### src/rtl/fp_norm_pkg.sv
// Shared types and helpers for the FP normalize/round pipeline.
// Default widths are single precision.
package fp_norm_pkg;

    localparam int FP_EXP_W = 8;
    localparam int FP_MAN_W = 23;

    localparam int                  EXP_MAX   = (1 << FP_EXP_W) - 1;
    localparam logic [FP_MAN_W-1:0] QNAN_FRAC = {1'b1, {(FP_MAN_W-1){1'b0}}};

    typedef enum logic [1:0] {
        CLS_NORM = 2'd0,
        CLS_ZERO = 2'd1,
        CLS_INF  = 2'd2,
        CLS_NAN  = 2'd3
    } fp_class_t;

    typedef enum logic [1:0] {
        RNE = 2'd0,
        RTZ = 2'd1,
        RUP = 2'd2,
        RDN = 2'd3
    } rnd_mode_t;

    typedef struct packed {
        logic ovf;
        logic unf;
        logic inx;
        logic inv;
    } fp_flags_t;

    function automatic logic round_inc(input rnd_mode_t rm, input logic sign,
                                       input logic lsb, input logic g,
                                       input logic r, input logic s);
        logic inc;
        unique case (rm)
            RNE:     inc = g & (r | s | lsb);
            RTZ:     inc = 1'b0;
            RUP:     inc = !sign & (g | r | s);
            default: inc = sign & (g | r | s);
        endcase
        return inc;
    endfunction

endpackage

### src/rtl/fp_normalize_round_pipe_lzc.sv
// Leading-zero counter; an all-zero input reports W.
module fp_lzc #(
    parameter int W  = 32,
    parameter int CW = $clog2(W + 1)
) (
    input  logic [W-1:0]  i_val,
    output logic [CW-1:0] o_cnt
);

    // Scanning upward lets the highest set bit win.
    always_comb begin
        o_cnt = CW'(W);
        for (int i = 0; i < W; i++) begin
            if (i_val[i]) o_cnt = CW'(W - 1 - i);
        end
    end

endmodule

### src/rtl/fp_normalize_round_pipe.sv
// Two-stage normalize/round/pack for the FP adder with valid/ready on both sides.
// Define FP_SUBNORMAL_EN to produce gradual underflow instead of flush-to-zero.
module fp_normalize_round_pipe
    import fp_norm_pkg::*;
#(
    parameter int EXP_W = FP_EXP_W,
    parameter int MAN_W = FP_MAN_W,
    parameter int GRD_W = 8,
    parameter int ACC_W = MAN_W + 1 + GRD_W
) (
    input  logic                   clk,
    input  logic                   rst_n,
    input  logic                   in_valid,
    output logic                   in_ready,
    input  logic [1:0]             in_cls,
    input  logic                   in_sign,
    input  logic [EXP_W-1:0]       in_exp,
    input  logic                   in_carry,
    input  logic [ACC_W-1:0]       in_mag,
    input  logic [1:0]             in_rm,
    output logic                   out_valid,
    input  logic                   out_ready,
    output logic [EXP_W+MAN_W:0]   out_word,
    output logic [3:0]             out_flags
);

    localparam int EW2 = EXP_W + 2;
    localparam int LZW = $clog2(ACC_W + 1);
    localparam logic [EW2-1:0]   EXP_ONES = EW2'((1 << EXP_W) - 1);
    localparam logic [MAN_W-1:0] W_QNAN   = {1'b1, {(MAN_W-1){1'b0}}};

    logic [2:1] r_vld;
    logic       w_s1_en, w_s2_en;

    assign w_s2_en   = !r_vld[2] || out_ready;
    assign w_s1_en   = !r_vld[1] || w_s2_en;
    assign in_ready  = w_s1_en;
    assign out_valid = r_vld[2];

    always_ff @(posedge clk) begin
        if (!rst_n) begin
            r_vld <= '0;
        end else begin
            if (w_s1_en) r_vld[1] <= in_valid;
            if (w_s2_en) r_vld[2] <= r_vld[1];
        end
    end

    // ---------------- stage 1: normalize ----------------
    logic [LZW-1:0]   w_lzc;
    logic [EW2-1:0]   w_e1;
    logic [ACC_W-1:0] w_m1;
    logic             w_canc;

    fp_lzc #(.W(ACC_W)) u_lzc (.i_val(in_mag), .o_cnt(w_lzc));

    // A carry-out becomes the new hidden bit; mag[0] falls into the sticky.
    always_comb begin
        w_e1 = {2'b00, in_exp} + EW2'(in_carry);
        w_m1 = {1'b1, in_mag[ACC_W-1:1]};
        if (!in_carry) begin
            w_e1 = {2'b00, in_exp} - EW2'(w_lzc);
            w_m1 = in_mag << w_lzc;
        end
        w_canc = (in_cls == CLS_NORM) && !in_carry && (in_mag == '0);
    end

    fp_class_t        r_cls;
    rnd_mode_t        r_rm;
    logic             r_sign, r_st0, r_canc;
    logic [EW2-1:0]   r_e1;
    logic [ACC_W-1:0] r_m1;

    always_ff @(posedge clk) begin
        if (in_valid && w_s1_en) begin
            r_cls  <= fp_class_t'(in_cls);
            r_rm   <= rnd_mode_t'(in_rm);
            r_sign <= in_sign;
            r_st0  <= in_carry & in_mag[0];
            r_canc <= w_canc;
            r_e1   <= w_e1;
            r_m1   <= w_m1;
        end
    end

    // ---------------- stage 2: round and pack ----------------
    logic             w_tiny, w_flush, w_st_sub;
    logic [ACC_W-1:0] w_ms;

    assign w_tiny = r_e1[EW2-1] || (r_e1 == '0);

`ifdef FP_SUBNORMAL_EN
    logic [EW2-1:0]     w_sh;
    logic [2*ACC_W-1:0] w_wide;

    // Beyond MAN_W+2 every bit already lands below the round position.
    always_comb begin
        w_sh = EW2'(1) - r_e1;
        if (!w_tiny)                       w_sh = '0;
        else if (w_sh > EW2'(MAN_W + 2))   w_sh = EW2'(MAN_W + 2);
        w_wide = {r_m1, {ACC_W{1'b0}}} >> w_sh;
    end

    assign w_ms     = w_wide[2*ACC_W-1:ACC_W];
    assign w_st_sub = |w_wide[ACC_W-1:0];
    assign w_flush  = 1'b0;
`else
    assign w_ms     = r_m1;
    assign w_st_sub = 1'b0;
    assign w_flush  = w_tiny;
`endif

    logic             w_g, w_r, w_s, w_inx, w_inc, w_ovf, w_away;
    logic [MAN_W+1:0] w_sum;
    logic [EW2-1:0]   w_eres;
    logic [EXP_W+MAN_W:0] w_word;
    fp_flags_t        w_flags;

    always_comb begin
        w_g    = w_ms[GRD_W-1];
        w_r    = w_ms[GRD_W-2];
        w_s    = (|w_ms[GRD_W-3:0]) | r_st0 | w_st_sub;
        w_inx  = w_g | w_r | w_s;
        w_inc  = round_inc(r_rm, r_sign, w_ms[GRD_W], w_g, w_r, w_s);
        w_sum  = {1'b0, w_ms[ACC_W-1:GRD_W]} + {{(MAN_W+1){1'b0}}, w_inc};
        // A subnormal that rounds into bit MAN_W becomes the smallest normal.
        w_eres = w_tiny ? EW2'(w_sum[MAN_W]) : r_e1 + EW2'(w_sum[MAN_W+1]);
        w_ovf  = !w_tiny && (w_eres >= EXP_ONES);
        w_away = (r_rm == RNE) || (r_rm == RUP && !r_sign) || (r_rm == RDN && r_sign);

        w_word      = {r_sign, w_eres[EXP_W-1:0], w_sum[MAN_W-1:0]};
        w_flags     = '0;
        w_flags.inx = w_inx;
        w_flags.unf = w_tiny & w_inx;

        unique case (r_cls)
            CLS_NAN: begin
                w_word      = {1'b0, {EXP_W{1'b1}}, W_QNAN};
                w_flags     = '0;
                w_flags.inv = 1'b1;
            end
            CLS_INF: begin
                w_word  = {r_sign, {EXP_W{1'b1}}, {MAN_W{1'b0}}};
                w_flags = '0;
            end
            CLS_ZERO: begin
                w_word  = {r_sign, {(EXP_W+MAN_W){1'b0}}};
                w_flags = '0;
            end
            default: begin
                if (r_canc) begin
                    w_word  = {(r_rm == RDN), {(EXP_W+MAN_W){1'b0}}};
                    w_flags = '0;
                end else if (w_flush) begin
                    w_word      = {r_sign, {(EXP_W+MAN_W){1'b0}}};
                    w_flags     = '0;
                    w_flags.unf = 1'b1;
                    w_flags.inx = 1'b1;
                end else if (w_ovf) begin
                    w_word = w_away ? {r_sign, {EXP_W{1'b1}}, {MAN_W{1'b0}}}
                                    : {r_sign, {(EXP_W-1){1'b1}}, 1'b0, {MAN_W{1'b1}}};
                    w_flags     = '0;
                    w_flags.ovf = 1'b1;
                    w_flags.inx = 1'b1;
                end
            end
        endcase
    end

    logic [EXP_W+MAN_W:0] r_word;
    fp_flags_t            r_flags;

    always_ff @(posedge clk) begin
        if (!rst_n) begin
            r_word  <= '0;
            r_flags <= '0;
        end else if (w_s2_en && r_vld[1]) begin
            r_word  <= w_word;
            r_flags <= w_flags;
        end
    end

    assign out_word  = r_word;
    assign out_flags = r_flags;

endmodule
### config.mk
export PLATFORM = sky130hd
export DESIGN_NAME = fp_normalize_round_pipe
export DESIGN_NICKNAME = d
export VERILOG_FILES = /design/src/rtl/fp_norm_pkg.sv /design/src/rtl/fp_normalize_round_pipe_lzc.sv /design/src/rtl/fp_normalize_round_pipe.sv
export SDC_FILE = /design/constraint.sdc
export NUM_CORES = 1
export LEC_CHECK = 0
export CAP_MARGIN = 30
export CORE_ASPECT_RATIO = 2
export CORE_MARGIN = 10
export CORE_UTILIZATION = 35
export DETAILED_ROUTE_END_ITERATION = 8
export GPL_TIMING_DRIVEN = 0
export SYNTH_ARGS = -nofsm -noshare
export SYNTH_HDL_FRONTEND = slang
export SYNTH_SLANG_ARGS = --single-unit
### constraint.sdc
create_clock -name clk -period 9.1 [get_ports clk]
set_input_delay 1.82 -clock clk [delete_from_list [all_inputs] [get_ports clk]]
set_output_delay 1.82 -clock clk [all_outputs]
set_load 0.1 [all_outputs]
### Word-level counts from Yosys, hierarchy flattened

Index checks and enable logic that the tools add are counted.

* shifts and indexed selects: 1
* magnitude comparators: 1
* equality and inequality tests: 6
* bitwise gates (word level): 10
* reductions and logical operators: 23
* add/sub/neg operators: 4
* multiplexer cells: 45

Operators by type and width (count)
* two-way mux 6 bit: 32
* case mux 32 bit (3 select lines): 1
* two-way mux 31 bit: 3
* zero test 32 bit: 1
* two-way mux 32 bit: 1
* left shift 32 x 6 -> 32 bit: 1
* adder 24 x 1 -> 25 bit: 1
* two-way mux 24 bit: 1
* two-way mux 10 bit: 2
* two-way mux 4 bit: 3
* adder 10 x 1 -> 10 bit: 1
* >= comparator 10 x 8 -> 1 bit (second input constant): 1
* zero test 10 bit: 1
* adder 8 x 1 -> 9 bit: 1
* subtractor 8 x 6 -> 9 bit: 1
* equality test 2 bit (second input constant): 4
* case mux 4 bit (2 select lines): 1
* logical AND 1 bit: 7
* OR reduction 6 bit: 1
* bitwise AND 1 bit: 5
* zero test 1 bit: 5
* logical OR 1 bit: 5
* bitwise OR 1 bit: 5
* equality test 2 x 1 -> 1 bit (second input constant): 2
* other kinds (3): 4

* word-level logic and storage cells: 105
* register bits after elaboration: 87
* output and inout bits: 38
* input bits: 50

### Depth between registers and ports, before layout

* word-level depth: 34
* mapped depth: 25
* depth with buffers taken out: 24

### By module

Synthesis repeated with hierarchy kept, for this count alone.

* cells, all modules: 715
* area, all modules: 6500.0 um^2

By module, submodules not included
* fp_normalize_round_pipe: area each 6132.1 um^2, instances 1, cells an instance 650, seq. area each 2232.1 um^2
* fp_lzc: area each 367.9 um^2, instances 1, cells an instance 65, seq. area each 0.0 um^2

### Worst setup path after synthesis

Ideal clock, no wire load.

* path type: input port to flip-flop
* start point: in in_mag[18]
* end point: reg r_e1[7] (data pin)
* stages: 16
* arrival time: 4788 ps
* required time: 8842 ps
* library setup time: 258 ps
* buffers on the path: 3
* slack: 4054 ps
* cells stage by stage: clkbuf_1 > or4_1 > o21ai_0 > o21ai_1 > and2_1 > buf_2 > inv_2 > buf_2 > ha_1 > a21o_1 > and2_1 > o21ai_0 > nand2b_1 > a2111oi_0 > a31oi_1 > xnor2_1

* word-level cells in the longest chain between the ends: 16

RTL lines
* from (decl): RTL line fp_normalize_round_pipe.sv:19 `input logic [ACC_W-1:0] in_mag,`
* two-way mux 6 bit (14 in series): RTL line fp_normalize_round_pipe_lzc.sv:14 `if (i_val[i]) o_cnt = CW'(W - 1 - i);`
* subtractor 8 x 6 -> 9 bit: RTL line fp_normalize_round_pipe.sv:62 `w_e1 = {2'b00, in_exp} - EW2'(w_lzc);`
* two-way mux 10 bit: RTL line fp_normalize_round_pipe.sv:61 `if (!in_carry) begin`
* named net w_e1[7]: RTL line fp_normalize_round_pipe.sv:51 `logic [EW2-1:0] w_e1;`
* to (signal assigned): RTL line fp_normalize_round_pipe.sv:81 `r_e1 <= w_e1;`
* to (decl): RTL line fp_normalize_round_pipe.sv:71 `logic [EW2-1:0] r_e1;`

The timed path passes the listed nets, and every way through them passes these cells.
A chain may end at the register's enable or synchronous reset.

### Final worst setup path

* start point: in in_mag[1]
* end point: reg r_e1[7] (data pin)

* word-level cells in the longest chain between the ends: 33

RTL lines (RTL line)
* two-way mux 6 bit (31 in series): fp_normalize_round_pipe_lzc.sv:14
* subtractor 8 x 6 -> 9 bit: fp_normalize_round_pipe.sv:62
* two-way mux 10 bit: fp_normalize_round_pipe.sv:61
* named net w_e1[7]: fp_normalize_round_pipe.sv:51

The timed path passes the listed nets, and every way through them passes these cells.

==> summary.txt <==
Status
  – Status: finished clean

Logic synthesis
  – Synth Register Bits: 87
  – Post-synth EDFFs: 49
  – Dominant cell by count in the synthesized netlist: nand2_1
  – Yosys top cell area share: 22.6%
  – Post-synth ARST share: 0%
  – Mean post-synth cell area: 8.83 um^2
  – Post-synth cell types: 81
  – Dominant cell type by area after synthesis: edfxtp_1
  – Seq/Total Area, Yosys: 34.3%
  – Syn Nets: around 800
  – Top cells by area, synth: edfxtp_1 23%, dfxtp_1 12%, mux2i_1 6.5%
  – Netlist area before placement: 0.00652 mm^2
  – Syn Inst Count: 738
  – Syn. warnings: 0
  – Commonest cells in the netlist: 87 x nand2_1, 52 x nor2_1, 49 x edfxtp_1
  – Top FF cell, synth: edfxtp_1

Pwr
  – Power per Cell Area: 137 mW/mm^2
  – Clock power frac: between 30% and 40%
  – Int Pwr: 0.000732 W
  – Max IR drop VDD: about 89 uV
  – Comb pwr share: 26.5%
  – P_sw: 0.000353 W
  – Flop pwr share: 42.5%
  – Sw Share: 32.6%
  – Leakage power: 2.81 nW

Final layout
  – Finished Core Util: 43.2%
  – Layout fillers: 1844
  – Share of cells above drive strength 1: 8.23%
  – Fin nets: 896
  – ANT cells: 0
  – Area Growth Syn to Fin: 21.3%

Floorplan
  – Core Footprint: 0.0183 mm^2
  – Die ar.: approximately 0.025 mm^2
  – Initial Utilization: between 30% and 40%
  – Die X: 116 um
  – Die Height: 213 um
  – IO Pins: 88
  – Core Rows: 70

Global route
  – Vias in the first global route: 6442
  – Total track usage: 19.8%
  – Largest net degree at the start of global routing: 35
  – GR Overflow Total: 0
  – Initial antenna violation count: 0
  – Global-route wire length before repair: roughly 37000 um

Job
  – Max Cap Violations: 0

Clock tree
  – Cts repair resizes: 0
  – Hold-fix buffers at CTS: 0
  – Clk_lat worst skew: 0.34 ns
  – CTS H-tree lvls: 3
  – Total CTS buffers: 9
  – Clock Tree Root: clkbuf_16
  – CTS Buffer Depth: 2
  – CTS tree: built
  – Clock-pin slew on the worst setup and hold paths: 0.06 ns
  – Post-CTS setup buffer count: 0
  – Sink Count: 87

STA
  – Min Clock Period, post-route: 5.83 ns
  – FMAX: 0.171 GHz
  – Least-Margin Pin Slew: 1.01 ns
  – Setup_tns: 0 ns
  – Final setup viols: 0
  – RSZ-0062 raised after global routing: no
  – Final Hold Vio Count: 0
  – Period utilization: 64.1%
  – Setup Skew: 0.00836 ns
  – Final slew viol count: 0
  – Slew margin rel.: around 32%
  – Final worst slack: 3.27 ns

Setup path
  – Worst r2r path cells: 24
  – CP endpoint kind: register
  – Crit Path Max Fanout: 10
  – CP Data Required Time: about 9.2 ns
  – CP arrival: roughly 5.9 ns
  – CP startpoint kind: primary input
  – Crit Path Category: primary input to register

Routing
  – DRC viols: 0
  – Post-DR wirelength/cell: roughly 23 um
  – Drt first pass iters: 5
  – Detailed Route Iter0 Violations: 345
  – Via density: about 5.8
  – Final ANT Viol Nets: 0
  – Drt total wl: 24200 um
  – Vias: 6128

Placement
  – Place WS: slightly below 3 ns
  – RePlAce Congestion: 1.06
  – IO Port Bufs: 81
  – Half-perimeter wire length after placement: 19900 um

Min path
  – Hold Crit Class: register to register
  – Hold path cells: 2
-- power by group through the flow --
stage                     clock, W  sequential (W)  combinational, W
after global routing      0.000361        0.000463          0.000308
after floorplan                  0        0.000494          0.000150
after CTS                 0.000342        0.000461          0.000284
final                     0.000337        0.000461          0.000288
after global placement           0        0.000469          0.000282
after detailed placement         0        0.000469          0.000282
-- sequential cells by signal (all words and copies together), names as in the netlist --
name and count:
r_canc 1, r_vld 2, r_rm 2, r_m1 32, r_e1 10, r_sign 1
out_word 32, out_flags 4, r_cls 2, r_st0 1
-- worst paths after layout --
path	startpoint	end	slack [ns]
setup / recovery	in_mag[1]	r_e1[7]	3.27
hold / removal	out_word[19]	out_word[19]	0.45
setup reg to reg	r_rm[1]	out_word[4]	3.44
hold reg to reg	out_word[19]	out_word[19]	0.45
-- kinds of logic (layout without fill, tap and decap cells) --
group | count (synthesis) | after routing | synth area share [%]
simple gates | 252 | 252 | 18.7
compound gates | 230 | 230 | 25.8
mux | 58 | 58 | 9.73
buf+inv | 64 | 164 | 4.40
fa+ha+maj | 13 | 13 | 2.61
xor+xnor | 34 | 34 | 4.57
flops | 87 | 87 | 34.3
-- per-layer routing --
metal	vias up	track usage [%]	part of all wire, %
li1	2953	-	-
met1	2873	17.6	33
met2	209	37.5	55
met3	93	2.50	3.8
met4	0	16.9	8.9
met5	-	0	0
-- worst max-delay path, cell delays in order --
cell	delay (ns)
clkdlybuf4s50_1	0.59
nor4_1	0.62
o2111a_1	0.26
o21ai_1	0.12
and2_1	0.18
buf_2	0.16
inv_2	0.20
buf_2	0.33
ha_1	0.33
a21o_1	0.18
and2_1	0.16
o21ai_0	0.17
nand2b_1	0.11
a2111oi_0	0.44
a31oi_1	0.11
xnor2_1	0.14
-- cells in the final DEF (no fill, tap or decap), types with 8 or more instances in the layout --
cell,synthesis,final
nand2_1,87,87
clkdlybuf4s50_1,0,81
nor2_1,52,52
edfxtp_1,49,49
mux2i_1,42,42
dfxtp_1,38,38
a21oi_1,35,35
o21ai_0,34,34
a21o_1,27,27
a21boi_0,24,24
nand3_1,23,23
clkbuf_1,23,23
inv_1,22,22
xor2_1,18,18
nor3_1,17,17
xnor2_1,16,16
mux2_2,13,13
ha_1,12,12
nor2b_1,11,11
and2_1,12,11
buf_2,8,10
nor4_1,10,10
nand2b_1,9,9
a211oi_1,9,9
clkbuf_16,0,9
o211ai_1,8,8
a221oi_1,8,8
-- metrics by stage --
step / total power (W) / hold slack (ns) / cells / area, um^2
after detailed placement: 0.000751 / 0.450 / 1038 / 7630
after global placement: 0.000751 / 0.445 / 1035 / 7600
after floorplan: 0.000644 / 0.499 / 738 / 6520
after CTS: 0.00109 / 0.459 / 1054 / 7900
after global routing: 0.00113 / 0.483 / 1054 / 7900
final: 0.00109 / 0.453 / 1054 / 7900
-- area by class of cell --
| class | count | area, um^2 | area share [%] |
|---|---|---|---|
| inverter | 25 | 95.1 | 1.20 |
| clock inverter | 7 | 48.8 | 0.617 |
| tap | 216 | 270 | 3.42 |
| sequential | 87 | 2230 | 28.2 |
| buffer | 39 | 191 | 2.42 |
| clock buffer | 9 | 225 | 2.85 |
| multi-input combinational | 587 | 4000 | 50.6 |
| timing repair buffer | 84 | 841 | 10.6 |
(Power assumes the default switching activity.)
==> RTL edit (config.mk and constraints unchanged) <==
Build with the macro `FP_SUBNORMAL_EN` defined.
--- a/src/rtl/fp_normalize_round_pipe.sv
+++ b/src/rtl/fp_normalize_round_pipe.sv
@@ -1,4 +1,6 @@
 // Two-stage normalize/round/pack for the FP adder with valid/ready on both sides.
 // Define FP_SUBNORMAL_EN to produce gradual underflow instead of flush-to-zero.
+`define FP_SUBNORMAL_EN
+
 module fp_normalize_round_pipe
     import fp_norm_pkg::*;
Check against the original RTL: not equivalent (Yosys sat finds a counterexample within 4 cycles, from zero or initial values and one cycle with rst_n low).
==> RTL edit against the original RTL <==
Synthesized area grew 50%. Sequential cell count unchanged. Via count up 92%. Wire length rose by 130%. Register-to-register slack lost 3100 ps. Design area increased by 46%. Core utilization down 1.3 points. Die area rose by 43%. Total power grew 31%. Worst setup slack worse by 2900 ps. Critical path type is now flop to flop. Critical endpoint is now out_word[12]. Largest cell class unchanged.
==> RTL edit: results (changes against the original RTL) <==
| Metric | Value |
|---|---|
| Fraction of area in registers | 19.4% (-8.9 points) |
| Synth area leaders | edfxtp_1, dfxtp_1, nand2_1, nor2_1, o21ai_0 |
| Reg clk slew, reported paths | 80 ps (+20 ps) |
| FILL cells | 3,018 (+64%) |
| Grt met1 use | 24.2% (+6.6 points) |
| Routed wl met2 | 29.7 mm (+120%) |
| Netlist cell types | 96 (+19%) |
| Routed length on met1 | 16.0 mm (+100%) |
| Seq. pwr | 474 uW (+3%) |
| Worst-Margin Slew | 1150 ps (+142 ps) |
| Finished Layout Cells | 1,771 (+68%) |
| Placement Cell Area | 11,000 um^2 (+44%) |
| Crit path DAT | 9000 ps (+3070 ps) |
| Final nets | 1,479 (+65%) |
| Multi-input gate count | 1,095 (+87%) |
| Switching Share | 42.8% (+10 points) |
| Crit path largest cell delay | 730 ps (+110 ps) |
| Power share of the clock group | 27.8% (-3.2 points) |
| GRT Total Usage | 30.1% (+10 points) |
| Post-CTS setup buffers | 3 (+3) |
| Nonclk buf count | 194 (+58%) |
| Initial DRC Count | 878 (+150%) |
| First-pass GRT wire length | 80.6 mm (+120%) |
| Slowest cell on crit path | or4_1 |
| Met3 WL | 2.54 mm (+180%) |
| Status | complete, no violations |
| Syn nets | 1,381 (+72%) |
| PostCTS Resize Cnt | 11 (+11) |
| Placer congestion estimate | 1.07 (+1.3%) |
| Clock Network Area Fraction | 2.70% (-0.76 points) |
| Vias post-DR | 11,700 (+92%) |
| Largest net degree at the start of global routing | 44 (+26%) |
| IO Port Bufs | 71 (-12%) |
| Hold crit path type | flop to flop |
| Inverter count | 27 (+8.0%) |
| Die extent in x | 138 um (+19%) |
| GR Util met3 | 4.57% (+2.1 points) |
| Top cells by count, synth | nand2_1, nor2_1, o21ai_0 |
| Met2 usage | 57.6% (+20 points) |
| Latest clock arrival within the worst-skew pair | 380 ps (+40 ps) |
| Syn_area_per_cell | 7.42 um^2 (-16%) |
| Dpl hpwl | 44.6 mm (+120%) |
| Fraction of area in multi-input gates | 61.6% (+11 points) |
| Util after Layout | 41.8% (-1.3 points) |
| Post-Place Worst Slack | -737 ps (-3690 ps) |
| Seq cells | 87 (unchanged) |
| Number of global-route vias before repair | 11,900 (+84%) |
| Max VDD drop | 0.0000781 V (-13%) |
| Cells after DPL | 1,745 (+68%) |
RTL edit: cell types whose count changed in the layout (fill, tap and decap cells not counted), sizes merged, moves of 18 or more:
cell    delta
clkbuf    +46
buf       +35
nor3      +37
a211oi    +18
nor2      +60
a31oi     +28
nand2     +85
a21oi     +44
a21o      -18
a21boi    -21
o21ai     +50
nor4      +23
o31ai     +18
nand3     +41
RTL edit: kinds of logic (layout without fill, tap and decap cells):
logic type	Yosys count	count (layout)	share of synthesized area (%)
fa+ha+maj	15	15	2.00
flops	87	87	22.8
mux	53	53	6.48
xor+xnor	38	38	3.41
buf+inv	134	237	5.97
simple gates	549	549	27.3
compound gates	440	440	32.0
RTL edit: worst paths after layout:
kind	cells past startpoint	slack [ps]	startpoint	end
max	34	360	r_e1[1]	out_word[12]
min	2	460	out_word[3]	out_word[3]
max reg2reg	34	360	r_e1[1]	out_word[12]
min reg2reg	2	460	out_word[3]	out_word[3]
